### src/rtl/riscv_pkg.sv
// Shared definitions for the fetch slice: data widths, architectural constants
// and the {pc, inst} record carried through the prefetch buffer.
package riscv_pkg;

    localparam int          XLEN             = 32;
    localparam logic [31:0] NOP_INST         = 32'h0000_0013;
    localparam logic [31:0] RESET_PC_DEFAULT = 32'h0000_0000;
    localparam logic [31:0] PC_STEP          = 32'd4;

    typedef struct packed {
        logic [XLEN-1:0] pc;
        logic [XLEN-1:0] inst;
    } fetch_entry_t;

    // Fetch addresses are always word aligned; the low two bits are dropped.
    function automatic logic [XLEN-1:0] align_word(input logic [XLEN-1:0] addr);
        return {addr[XLEN-1:2], 2'b00};
    endfunction

endpackage

### src/rtl/inst_fetch_fifo.sv
// In-order prefetch buffer of {pc, inst} entries. Implemented as a shift
// register with the head always in slot 0, so the head fields come straight
// from flops. Vacated slots are refilled with a NOP so the head instruction
// reads as NOP whenever the buffer is empty. Flush dominates push and pop.
module fetch_fifo
    import riscv_pkg::*;
#(
    parameter int              DEPTH    = 2,
    parameter logic [XLEN-1:0] RESET_PC = RESET_PC_DEFAULT,
    localparam int             CW       = $clog2(DEPTH + 1)
) (
    input  logic          clk,
    input  logic          rst,
    input  logic          push,
    input  fetch_entry_t  push_data,
    input  logic          pop,
    input  logic          flush,
    output fetch_entry_t  head,
    output logic [CW-1:0] count
);

    localparam logic [CW-1:0] ONE     = CW'(1);
    localparam logic [CW-1:0] DEPTH_C = CW'(DEPTH);

    fetch_entry_t  mem_q [DEPTH];
    fetch_entry_t  mem_d [DEPTH];
    logic [CW-1:0] count_q;
    logic [CW-1:0] count_d;
    logic [CW-1:0] count_after_pop;

    // Next contents: flush clears, otherwise pop shifts first and push lands
    // in the first free slot left after the pop.
    always_comb begin
        mem_d           = mem_q;
        count_d         = count_q;
        count_after_pop = count_q;
        if (flush) begin
            for (int i = 0; i < DEPTH; i++) begin
                mem_d[i].inst = NOP_INST;
            end
            count_d = '0;
        end else begin
            if (pop && (count_q != '0)) begin
                for (int i = 0; i < DEPTH - 1; i++) begin
                    mem_d[i] = mem_q[i+1];
                end
                mem_d[DEPTH-1].inst = NOP_INST;
                count_after_pop     = count_q - ONE;
            end
            count_d = count_after_pop;
            if (push && (count_after_pop < DEPTH_C)) begin
                for (int i = 0; i < DEPTH; i++) begin
                    if (CW'(i) == count_after_pop) begin
                        mem_d[i] = push_data;
                    end
                end
                count_d = count_after_pop + ONE;
            end
        end
    end

    // Storage and occupancy registers.
    always_ff @(posedge clk) begin
        if (rst) begin
            count_q <= '0;
            for (int i = 0; i < DEPTH; i++) begin
                mem_q[i] <= '{pc: RESET_PC, inst: NOP_INST};
            end
        end else begin
            count_q <= count_d;
            mem_q   <= mem_d;
        end
    end

    assign head  = mem_q[0];
    assign count = count_q;

endmodule

### src/rtl/inst_fetch.sv
// Instruction fetch unit: owns the PC, issues word reads to instruction
// memory under a credit limit (outstanding + buffered <= DEPTH), tags
// returned words with their PC into the prefetch buffer, and drops responses
// that were in flight when a redirect arrived.
module inst_fetch
    import riscv_pkg::*;
#(
    parameter int              DEPTH    = 2,
    parameter logic [XLEN-1:0] RESET_PC = RESET_PC_DEFAULT
) (
    input  logic            clk,
    input  logic            rst,
    output logic            imem_req_valid,
    input  logic            imem_req_ready,
    output logic [XLEN-1:0] imem_addr,
    input  logic            imem_rsp_valid,
    input  logic [XLEN-1:0] imem_rsp_data,
    output logic            inst_valid,
    output logic [XLEN-1:0] inst,
    output logic [XLEN-1:0] inst_pc,
    input  logic            inst_ready,
    input  logic            redirect_valid,
    input  logic [XLEN-1:0] redirect_pc
);

    localparam int            CW      = $clog2(DEPTH + 1);
    localparam logic [CW:0]   DEPTH_W = (CW + 1)'(DEPTH);
    localparam logic [CW-1:0] ONE     = CW'(1);

    logic [XLEN-1:0] pc_q;
    logic [XLEN-1:0] rsp_pc_q;
    logic [CW-1:0]   out_q;
    logic [CW-1:0]   drop_q;
    logic [CW-1:0]   fifo_count;
    logic [CW-1:0]   rsp_dec;
    logic [CW-1:0]   req_inc;
    fetch_entry_t    head;
    fetch_entry_t    push_entry;
    logic            credit_ok;
    logic            req_fire;
    logic            rsp_fire;
    logic            push_fire;
    logic            pop_fire;

    // Credit uses registered occupancy only, so a pop frees its slot for a
    // new request one cycle later. A response with nothing outstanding is a
    // protocol violation and is ignored entirely.
    assign credit_ok      = ({1'b0, out_q} + {1'b0, fifo_count}) < DEPTH_W;
    assign imem_req_valid = !rst && !redirect_valid && credit_ok;
    assign req_fire       = imem_req_valid && imem_req_ready;
    assign rsp_fire       = imem_rsp_valid && (out_q != '0);
    assign push_fire      = rsp_fire && (drop_q == '0) && !redirect_valid;
    assign inst_valid     = (fifo_count != '0);
    assign pop_fire       = inst_valid && inst_ready && !redirect_valid;
    assign rsp_dec        = rsp_fire ? ONE : '0;
    assign req_inc        = req_fire ? ONE : '0;
    assign push_entry     = '{pc: rsp_pc_q, inst: imem_rsp_data};

    // PC, response PC, outstanding and drop counters; redirect wins over
    // everything except reset and marks every still-outstanding read stale.
    always_ff @(posedge clk) begin
        if (rst) begin
            pc_q     <= RESET_PC;
            rsp_pc_q <= RESET_PC;
            out_q    <= '0;
            drop_q   <= '0;
        end else if (redirect_valid) begin
            pc_q     <= align_word(redirect_pc);
            rsp_pc_q <= align_word(redirect_pc);
            out_q    <= out_q - rsp_dec;
            drop_q   <= out_q - rsp_dec;
        end else begin
            if (req_fire) begin
                pc_q <= pc_q + PC_STEP;
            end
            if (push_fire) begin
                rsp_pc_q <= rsp_pc_q + PC_STEP;
            end
            out_q <= out_q + req_inc - rsp_dec;
            if (rsp_fire && (drop_q != '0)) begin
                drop_q <= drop_q - ONE;
            end
        end
    end

    fetch_fifo #(
        .DEPTH    (DEPTH),
        .RESET_PC (RESET_PC)
    ) u_fifo (
        .clk       (clk),
        .rst       (rst),
        .push      (push_fire),
        .push_data (push_entry),
        .pop       (pop_fire),
        .flush     (redirect_valid),
        .head      (head),
        .count     (fifo_count)
    );

    assign imem_addr = pc_q;
    assign inst      = head.inst;
    assign inst_pc   = head.pc;

endmodule
### config.mk
export PLATFORM = sky130hd
export DESIGN_NAME = inst_fetch
export DESIGN_NICKNAME = d
export VERILOG_FILES = /design/src/rtl/riscv_pkg.sv /design/src/rtl/inst_fetch_fifo.sv /design/src/rtl/inst_fetch.sv
export SDC_FILE = /design/constraint.sdc
export NUM_CORES = 1
export LEC_CHECK = 0
export CAP_MARGIN = 20
export CORE_MARGIN = 4
export CORE_UTILIZATION = 24
export CTS_CLUSTER_DIAMETER = 120
export DETAILED_ROUTE_END_ITERATION = 10
export GPL_TIMING_DRIVEN = 0
export PLACE_DENSITY = 0.52
export SLEW_MARGIN = 5
export SYNTH_ARGS = -nofsm -noshare
export SYNTH_HDL_FRONTEND = slang
export SYNTH_SLANG_ARGS = --single-unit
### constraint.sdc
create_clock -name clk -period 3.1 [get_ports clk]
set_input_delay 0.31 -clock clk [delete_from_list [all_inputs] [get_ports clk]]
set_output_delay 0.31 -clock clk [all_outputs]
set_load 0.005 [all_outputs]
==> results of run 1 <==
per-stage QoR:
stage               util [%]  setup slack, ps
global placement       30.37           -119.3
CTS                    32.09            23.11
global route           32.12            12.63
detailed placement     30.37           -139.1
floorplan                  -            299.1
finish                 32.12            121.2
report_power, final:
group	internal, mW	switching, mW
clock network	1.37	1.02
logic	0.620	0.629
registers	2.63	0.152
total	4.62	1.80
state kept, by name, summed over array words and instances, names as in the netlist:
signal / count
u_fifo.mem_q: 62
imem_addr: 30
u_fifo.count: 2
drop_q: 2
out_q: 2
u_fifo.head: 64
rsp_pc_q: 30
routing by layer:
metal	vias to the layer above	global-route usage, %
met3	25	2.840
li1	4296	-
met1	4041	21.68
met5	-	0
met4	0	3.758
met2	300	22.53
cell type report:
type	count	area share, %
multi-input combinational	791	36.46
tap	511	5.273
antenna	1	0.02064
sequential	192	31.71
timing repair buffer	164	13.50
buffer	147	6.831
clock inverter	12	1.507
inverter	34	1.083
clock buffer	18	3.622
cells by family after synthesis:
family                     Yosys count  synth area share (%)
buffers and inverters              181                 10.36
xor gates and xnor gates            53                 5.044
adders and majority gates           10                 1.441
DFF                                192                 41.77
muxes                                6                0.7070
and+or+nand+nor                    496                 24.04
other                                1               0.04075
AOI/OAI and AO/OA                  224                 16.60
how the worst max path moves through the flow:
stage,start,end,slack [ps],depth (start not counted)
floorplan,out_q[0],out_q[1],300,13
global placement,out_q[0],out_q[1],-120,13
detailed placement,out_q[0],out_q[1],-140,13
CTS,out_q[0],out_q[1],20,13
global route,out_q[0],out_q[1],10,13
finish,rst,imem_req_valid,120,6
what timing repair did:
action	CTS	global route
gates resized for setup	2	7
endpoints found under the setup margin	2	21
pin swaps	1	0
setup buffers	2	0
critical path, delay by kind of cell:
family	cells	cell delay, ps
buffers and inverters	4	1620
AND/OR/NAND/NOR	2	740
cell usage in the layout, fill, tap and decap left out, drive strengths merged, types with 23 or more instances in the layout:
cell	instances
a21boi	23
a21oi	89
a311oi	59
buf	87
clkbuf	80
clkdlybuf4s50	162
dfxtp	192
inv	37
nand2	256
nand3	58
nor2	100
xnor2	33
==> flow_summary.toml, run 1 <==
[outcome]
status = "finished, final reports clean"

[timing]
hold_viol = 0
fmax_ghz = 0.3357
fin_hold_ws_ps = 446.7
post-route-min-period_ps = 2979
fin_crit_sh_pct = 96.09
max_slew.worst_pin.slew_ps = 1034
rsz0062_at_grt = "no"
tns_ps = 0
finalMaxSlewViolations = 0
slew-limit-headroom_pct = 30.89
skew_ps = 10.82
finalSetupViolCount = 0

[yosys]
synthCells = 1163
synth_edf_count = 0
ys_top_cells_by_area = "dfxtp_1, nand2_1, a311oi_1"
yosysSeqAreaShare_pct = 41.77
async_flop_share_pct = 0
synth.largest_area_cell = "dfxtp_1"
ys_ff_latch = 192
yosysUniqueCellTypes = 59
synthTopCellsByCount = "nand2_1, dfxtp_1, nor2_1, a21oi_1, buf_4"
yosysMostFrequentCell = "nand2_1"
postSynthAreaPerCell_um2 = 7.913
ys.flop_type = "dfxtp_1"
yosysWarnings = 0
synth_top_area_share_pct = 41.77
netlist_area_um2 = 9203

[setup_path]
worstSetupPathType = "in2out"
cpMostUsedCell = "clkdlybuf4s50_1"
crit_path_top_delay_cell = "clkdlybuf4s50_1"
cp_max_fo = 10
startpoint_type = "input pin"
crit_chain = "clkdlybuf4s50_1 > or2_2 > buf_2 > clkbuf_1 > nor3_1 > clkdlybuf4s50_1"
r2r-start = "out_q[0]"
rr_endpoint = "out_q[1]"
cp-end-kind = "output port"
required_ps = 2790
ff2ff_setup_slack_ps = 130
r2r_cells = 13
worstPathArrival_ps = 2670
critical_path.max_stage_delay_ps = 590

[power]
peakVddDrop_uv = 354.9
total_power_mw = 6.422
p_leak_nw = 4.171
power.density_nw_per_um2 = 529.6

[clocking]
htreeDepth = 4
holdBufCountCts = 0
cts_made_buffers = 17
clkLatencyLatePin_ps = 440
cts_tree = "yes"
cts_root_buf = "clkbuf_16"
cts_buffer_depth = 2
cts_sinks = 192
path_clk_slew_ps = 70

[grt]
grt_max_degree = 17
grt_antenna_before_repair = 1
grt_pass1_vias = 8430
gr-total-overflow = 0
grt_pass1_wl_um = 48490
grt_usage_pct = 14.85

[route]
drt-met1-wl_um = 15440
drt_wl_total_um = 31340
drc = 0
highest_layer = "met4"
routedWlPerCell_um = 16.76
firstDrtPassIters = 5
vias = 8662
dr_wl_met3_um = 2077
drt_iter0_drc = 565
routed_via_density = 4.632
ant_nets = 0
wl_met2_um = 13450

[final_layout]
stdcell_count = 1870
nets = 1427
multi_input_area_um2 = 4420
area_delta_synth_final_pct = 31.76
n_fill_cell = 4090
final_area_um2 = 12130
regArea_um2 = 3845
drive_gt1_share_pct = 10.09

[floorplan]
fp.dieW_um = 203.8
dieArea_um2 = 41540
rows = 71
coreArea_um2 = 37760
ioPinCount = 168
fp.dieH_um = 203.8
start_util_pct = 24.37

[placed_design]
dp_cells = 1837
globalplace.congestion = 0.8590
place_area_um2 = 11470
port_buffers = 162
dpl.hpwl_um = 23640

[job]
maxCapViolations = 0

[worst_hold_path]
min_path_type = "in2reg"
holdCritStartpoint = "imem_rsp_data[30]"
hold_depth = 3
hold_end = "u_fifo.mem_q[30]"
Note: power is estimated with default switching activity, not from simulation.
==> run 2, diff against run 1 <==
--- a/config.mk
+++ b/config.mk
@@ -10,6 +10,7 @@
 export CORE_UTILIZATION = 24
 export CTS_CLUSTER_DIAMETER = 120
 export DETAILED_ROUTE_END_ITERATION = 10
+export GPL_ROUTABILITY_DRIVEN = 0
 export GPL_TIMING_DRIVEN = 0
 export PLACE_DENSITY = 0.52
 export SLEW_MARGIN = 5
==> run 2 against run 1 <==
Net effect:
- critical path type is now reg2reg
- first-iteration DRC count decreased by 2.7%
- worst hold slack about the same
- wire length about the same
- sequential cell count unchanged
- largest power group unchanged
- cell area is 0.37% lower
- critical endpoint is now out_q[1]
- clock skew rose by 0.85 ps
- largest cell class unchanged
==> flow_summary.toml, run 2 (same netlist as run 1, synthesis figures left out) <==
[floorplan]
dieArea_um2 = 41540
rows = 71
ioPinCount = 168
fp.dieW_um = 203.8
fp.dieH_um = 203.8
start_util_pct = 24.37
coreArea_um2 = 37760

[worst_hold_path]
min_path_type = "in2reg"

[clocking]
clkLatencyLatePin_ps = 440
cts_sinks = 192
holdBufCountCts = 0
cts_made_buffers = 17
cts_buffer_depth = 2
path_clk_slew_ps = 80
cts_tree = "yes"
cts_root_buf = "clkbuf_16"
htreeDepth = 4

[grt]
gr-total-overflow = 0
grt_antenna_before_repair = 0
grt_pass1_wl_um = 48270
grt_usage_pct = 14.79
grt_pass1_vias = 8269
grt_max_degree = 18

[timing]
slew-limit-headroom_pct = 42.66
max_slew.worst_pin.slew_ps = 860.0
finalMaxSlewViolations = 0
fmax_ghz = 0.3333
tns_ps = 0
fin_crit_sh_pct = 96.78
rsz0062_at_grt = "no"
post-route-min-period_ps = 3000
skew_ps = 11.67
worst_slack_ps = 99.67
finalSetupViolCount = 0
hold_viol = 0

[route]
drt_iter0_drc = 550
routed_via_density = 4.630
firstDrtPassIters = 4
drt_wl_total_um = 31320
routedWlPerCell_um = 16.74
ant_nets = 0
vias = 8662
drc = 0

[setup_path]
startpoint_type = "register"
required_ps = 3390
worstSetupPathType = "reg2reg"
cp-end-kind = "register"
worstPathArrival_ps = 3290
cp_max_fo = 4

[placed_design]
dpl.hpwl_um = 23540
port_buffers = 162
dp_cells = 1837
pre_cts_slack_ps = -168.8

[final_layout]
nets = 1428
largest_reg_flops = 64
n_antenna_cell = 0
layout_common_cells = "nand2_1, dfxtp_1, clkdlybuf4s50_1, nor2_1, a21oi_1"
final_common_cell = "nand2_1"
n_fill_cell = 4053
stdcell_count = 1871
area_delta_synth_final_pct = 31.27
multi_input_area_um2 = 4418
finish.utilization_pct = 32.00
regArea_um2 = 3845
drive_gt1_share_pct = 10.07

[power]
p_leak_nw = 4.160
peakVddDrop_uv = 363.5
power.density_nw_per_um2 = 518.4

[job]
maxCapViolations = 0

[outcome]
status = "finished, final reports clean"
run 2: final cells by class:
type	instances	area share (%)
multi-input cells	791	36.57
flip-flops and latches	192	31.83
repair buffers	165	13.59
plain buffers	147	6.857
well taps	511	5.293
clock buffers	20	3.780
inverters	34	1.088
clock inverters	11	0.9943
run 2: metrics by stage:
step                cell area [um^2]  hold slack, ps  total power [mW]
finish                         12080           446.3             6.262
floorplan                       9206           436.6             3.462
global placement               11470           443.3             4.068
CTS                            12060           430.6             6.304
global route                   12080           427.5             6.555
detailed placement             11470           446.5             4.076
run 2: timing repair:
item	4_1_cts	5_1_grt
endpoints found under the setup margin	1	18
pin swaps	1	0
gates resized for setup	1	7
buffers inserted	2	0
run 2: worst paths after layout:
| check | from | endpoint | slack, ps | depth (start not counted) |
|---|---|---|---|---|
| min reg2reg | u_fifo.mem_q[43] | u_fifo.mem_q[43] | 450 | 2 |
| max reg2reg | u_fifo.count[0] | out_q[1] | 100 | 13 |
| min | imem_rsp_data[30] | u_fifo.mem_q[30] | 450 | 3 |
| max | u_fifo.count[0] | out_q[1] | 100 | 13 |
run 2: report_power, final:
part | internal, mW | total [mW] | leakage (nW) | switching (mW)
registers | 2.63 | 2.78 | 1.56 | 0.151
clock network | 1.17 | 2.23 | 0.278 | 1.06
logic | 0.620 | 1.25 | 2.32 | 0.633
run 2: worst max-delay path, cell delays in order, from the launching register on:
cell and delay (ps):
dfxtp_1 350, inv_1 90, nor2_1 140, fa_1 520
or3b_4 480, nor2_4 160, clkinvlp_4 130, ha_1 280
inv_1 40, ha_1 180, xnor2_1 110, o21ai_0 190
xnor2_1 140, nor2_1 50
run 2: routing by layer:
metal	up-vias	routed length, um	global-route usage (%)
met5	-	0	0
met4	0	418	3.325
met3	29	2033	2.856
met2	296	13490	22.26
met1	4039	15380	21.89
li1	4298	-	-
==> run 3, diff against run 2 <==
--- a/config.mk
+++ b/config.mk
@@ -5,14 +5,14 @@
 export SDC_FILE = /design/constraint.sdc
 export NUM_CORES = 1
 export LEC_CHECK = 0
-export CAP_MARGIN = 20
+export CAP_MARGIN = 25
 export CORE_MARGIN = 4
 export CORE_UTILIZATION = 24
 export CTS_CLUSTER_DIAMETER = 120
 export DETAILED_ROUTE_END_ITERATION = 10
 export GPL_ROUTABILITY_DRIVEN = 0
-export GPL_TIMING_DRIVEN = 0
 export PLACE_DENSITY = 0.52
+export SKIP_CTS_REPAIR_TIMING = 1
 export SLEW_MARGIN = 5
 export SYNTH_ARGS = -nofsm -noshare
 export SYNTH_HDL_FRONTEND = slang
==> run 3 against run 2 <==
Net effect:
- sequential share of layout area is 1.5 points higher
- register-to-register slack better by 160 ps
- total power is 1.1% lower
- worst hold slack worse by 260 ps
- global-route usage is 1.6 points lower
- combinational power is 13% lower
- wire length is 11% lower
- clock skew is 6.1 ps higher
- worst setup slack better by 160 ps
- cell area is 4.5% lower
- die area stayed put
- highest routed layer unchanged
==> flow_summary.toml, run 3 (same netlist as run 1, synthesis figures left out) <==
[clocking]
htreeDepth = 4
cts_root_buf = "clkbuf_16"
cts_made_buffers = 17
cts_sinks = 192
cts_buffer_depth = 2
cts_tree = "yes"
path_clk_slew_ps = 80
clkLatencyLatePin_ps = 450

[timing]
finalMaxSlewViolations = 0
skew_ps = 17.75
post-route-min-period_ps = 2840
fmax_ghz = 0.3521
rsz0062_at_grt = "no"
slew-limit-headroom_pct = 48.80
tns_ps = 0
finalSetupViolCount = 0
hold_viol = 0
fin_crit_sh_pct = 91.61
max_slew.worst_pin.slew_ps = 768.1

[setup_path]
startpoint_type = "register"
required_ps = 3420
crit_chain = "inv_1 > nor2_1 > fa_1 > or3b_1 > nor2_4 > inv_1 > ha_1 > inv_1 > ha_1 > xnor2_1 > o21ai_0 > xnor2_1 > nor2_1"
r2r_cells = 13
r2r-start = "u_fifo.count[0]"
cp_max_fo = 6
startpoint = "u_fifo.count[0]"
cpMostUsedCell = "inv_1"
critical_path.max_stage_delay_ps = 470
ff2ff_setup_slack_ps = 260
crit_path_top_delay_cell = "fa_1"
cp_num_buf_inv = 3
critPathTopFamily = "adder cells"
worstSetupPathType = "reg2reg"
worst-path-stages = 13
cp-end-kind = "register"
worstPathArrival_ps = 3160

[route]
drc = 0
routedWlPerCell_um = 15.93
dr_wl_met3_um = 1967
drt-met1-wl_um = 13770
vias = 8074
wl_met2_um = 11850
routed_via_density = 4.616
drt_iter0_drc = 575
drt_wl_total_um = 27860
highest_layer = "met4"
ant_nets = 0
firstDrtPassIters = 5

[grt]
grt_max_degree = 95
grt_pass1_vias = 7400
grt_usage_pct = 13.20
gr-total-overflow = 0
grt_antenna_before_repair = 0
grt_pass1_wl_um = 43610

[floorplan]
dieArea_um2 = 41540
start_util_pct = 24.37
rows = 71
ioPinCount = 168
coreArea_um2 = 37760
fp.dieW_um = 203.8
fp.dieH_um = 203.8

[final_layout]
area_delta_synth_final_pct = 25.41
stdcell_count = 1749
n_fill_cell = 4000
layout_common_cells = "nand2_1, dfxtp_1, clkdlybuf4s50_1, nor2_1, a21oi_1"
final_common_cell = "nand2_1"
final_area_um2 = 11540
largest_reg_flops = 64
n_antenna_cell = 0
drive_gt1_share_pct = 6.462
nets = 1305

[worst_hold_path]
hold_depth = 2
min_path_type = "in2reg"
holdCritStartpoint = "rst"

[placed_design]
dp_cells = 1716
dpl.hpwl_um = 19060
port_buffers = 163
place_area_um2 = 10900

[power]
peakVddDrop_uv = 321.4
power.density_nw_per_um2 = 536.5
p_leak_nw = 3.814

[outcome]
status = "finished, final reports clean"

[job]
maxCapViolations = 0
==> run 3: changes by cell type in the layout (fill, tap and decap cells not counted), sizes merged <==
cell           delta
buf              -60
bufinv            +1
clkbuf           -64
clkdlybuf4s50     -1
clkinv            +1
clkinvlp          -1
inv               +2
==> run 3: cell type report <==
type	instances	area, um^2	share of cell area, %
multi-input combinational	791	4442	38.49
clock buffer	18	439.2	3.805
inverter	34	127.6	1.106
tap	511	639.4	5.540
timing repair buffer	189	1877	16.26
clock inverter	14	172.7	1.496
sequential	192	3844	33.30
==> run 3: final timing paths <==
path | endpoint
setup / recovery | out_q[1]
hold reg to reg | u_fifo.mem_q[54]
hold / removal | imem_addr[15]
setup reg to reg | out_q[1]
==> run 3: metal layers <==
metal | vias up | track usage, %
li1 | 4046 | -
met1 | 3733 | 19.55
met2 | 279 | 19.22
met3 | 16 | 3.523
met4 | 0 | 2.770
met5 | - | 0
==> run 3: through the flow <==
step / hold slack [ps] / util (%) / setup slack (ps) / total power, mW
after global placement: 442.1 / 28.87 / 199.0 / 3.917
after global routing: 178.2 / 30.57 / 34.93 / 6.519
after CTS: 161.0 / 30.50 / 103.8 / 6.283
after floorplan: 436.6 / - / 299.1 / 3.462
final: 186.8 / 30.57 / 260.0 / 6.191
after detailed placement: 446.7 / 28.87 / 236.1 / 3.921
==> run 3: worst register-to-register path, cell delays in order, from the launching register on <==
cell and delay [ps]:
dfxtp_1 350, inv_1 80, nor2_1 140, fa_1 470, or3b_1 460, nor2_4 110
inv_1 110, ha_1 290, inv_1 40, ha_1 180, xnor2_1 110, o21ai_0 180
xnor2_1 140, nor2_1 50
==> run 3: power by group <==
group          internal [mW]  switching, mW
Clock                   1.25           1.08
Combinational          0.530          0.560
Sequential              2.63          0.148
Total                   4.40           1.79
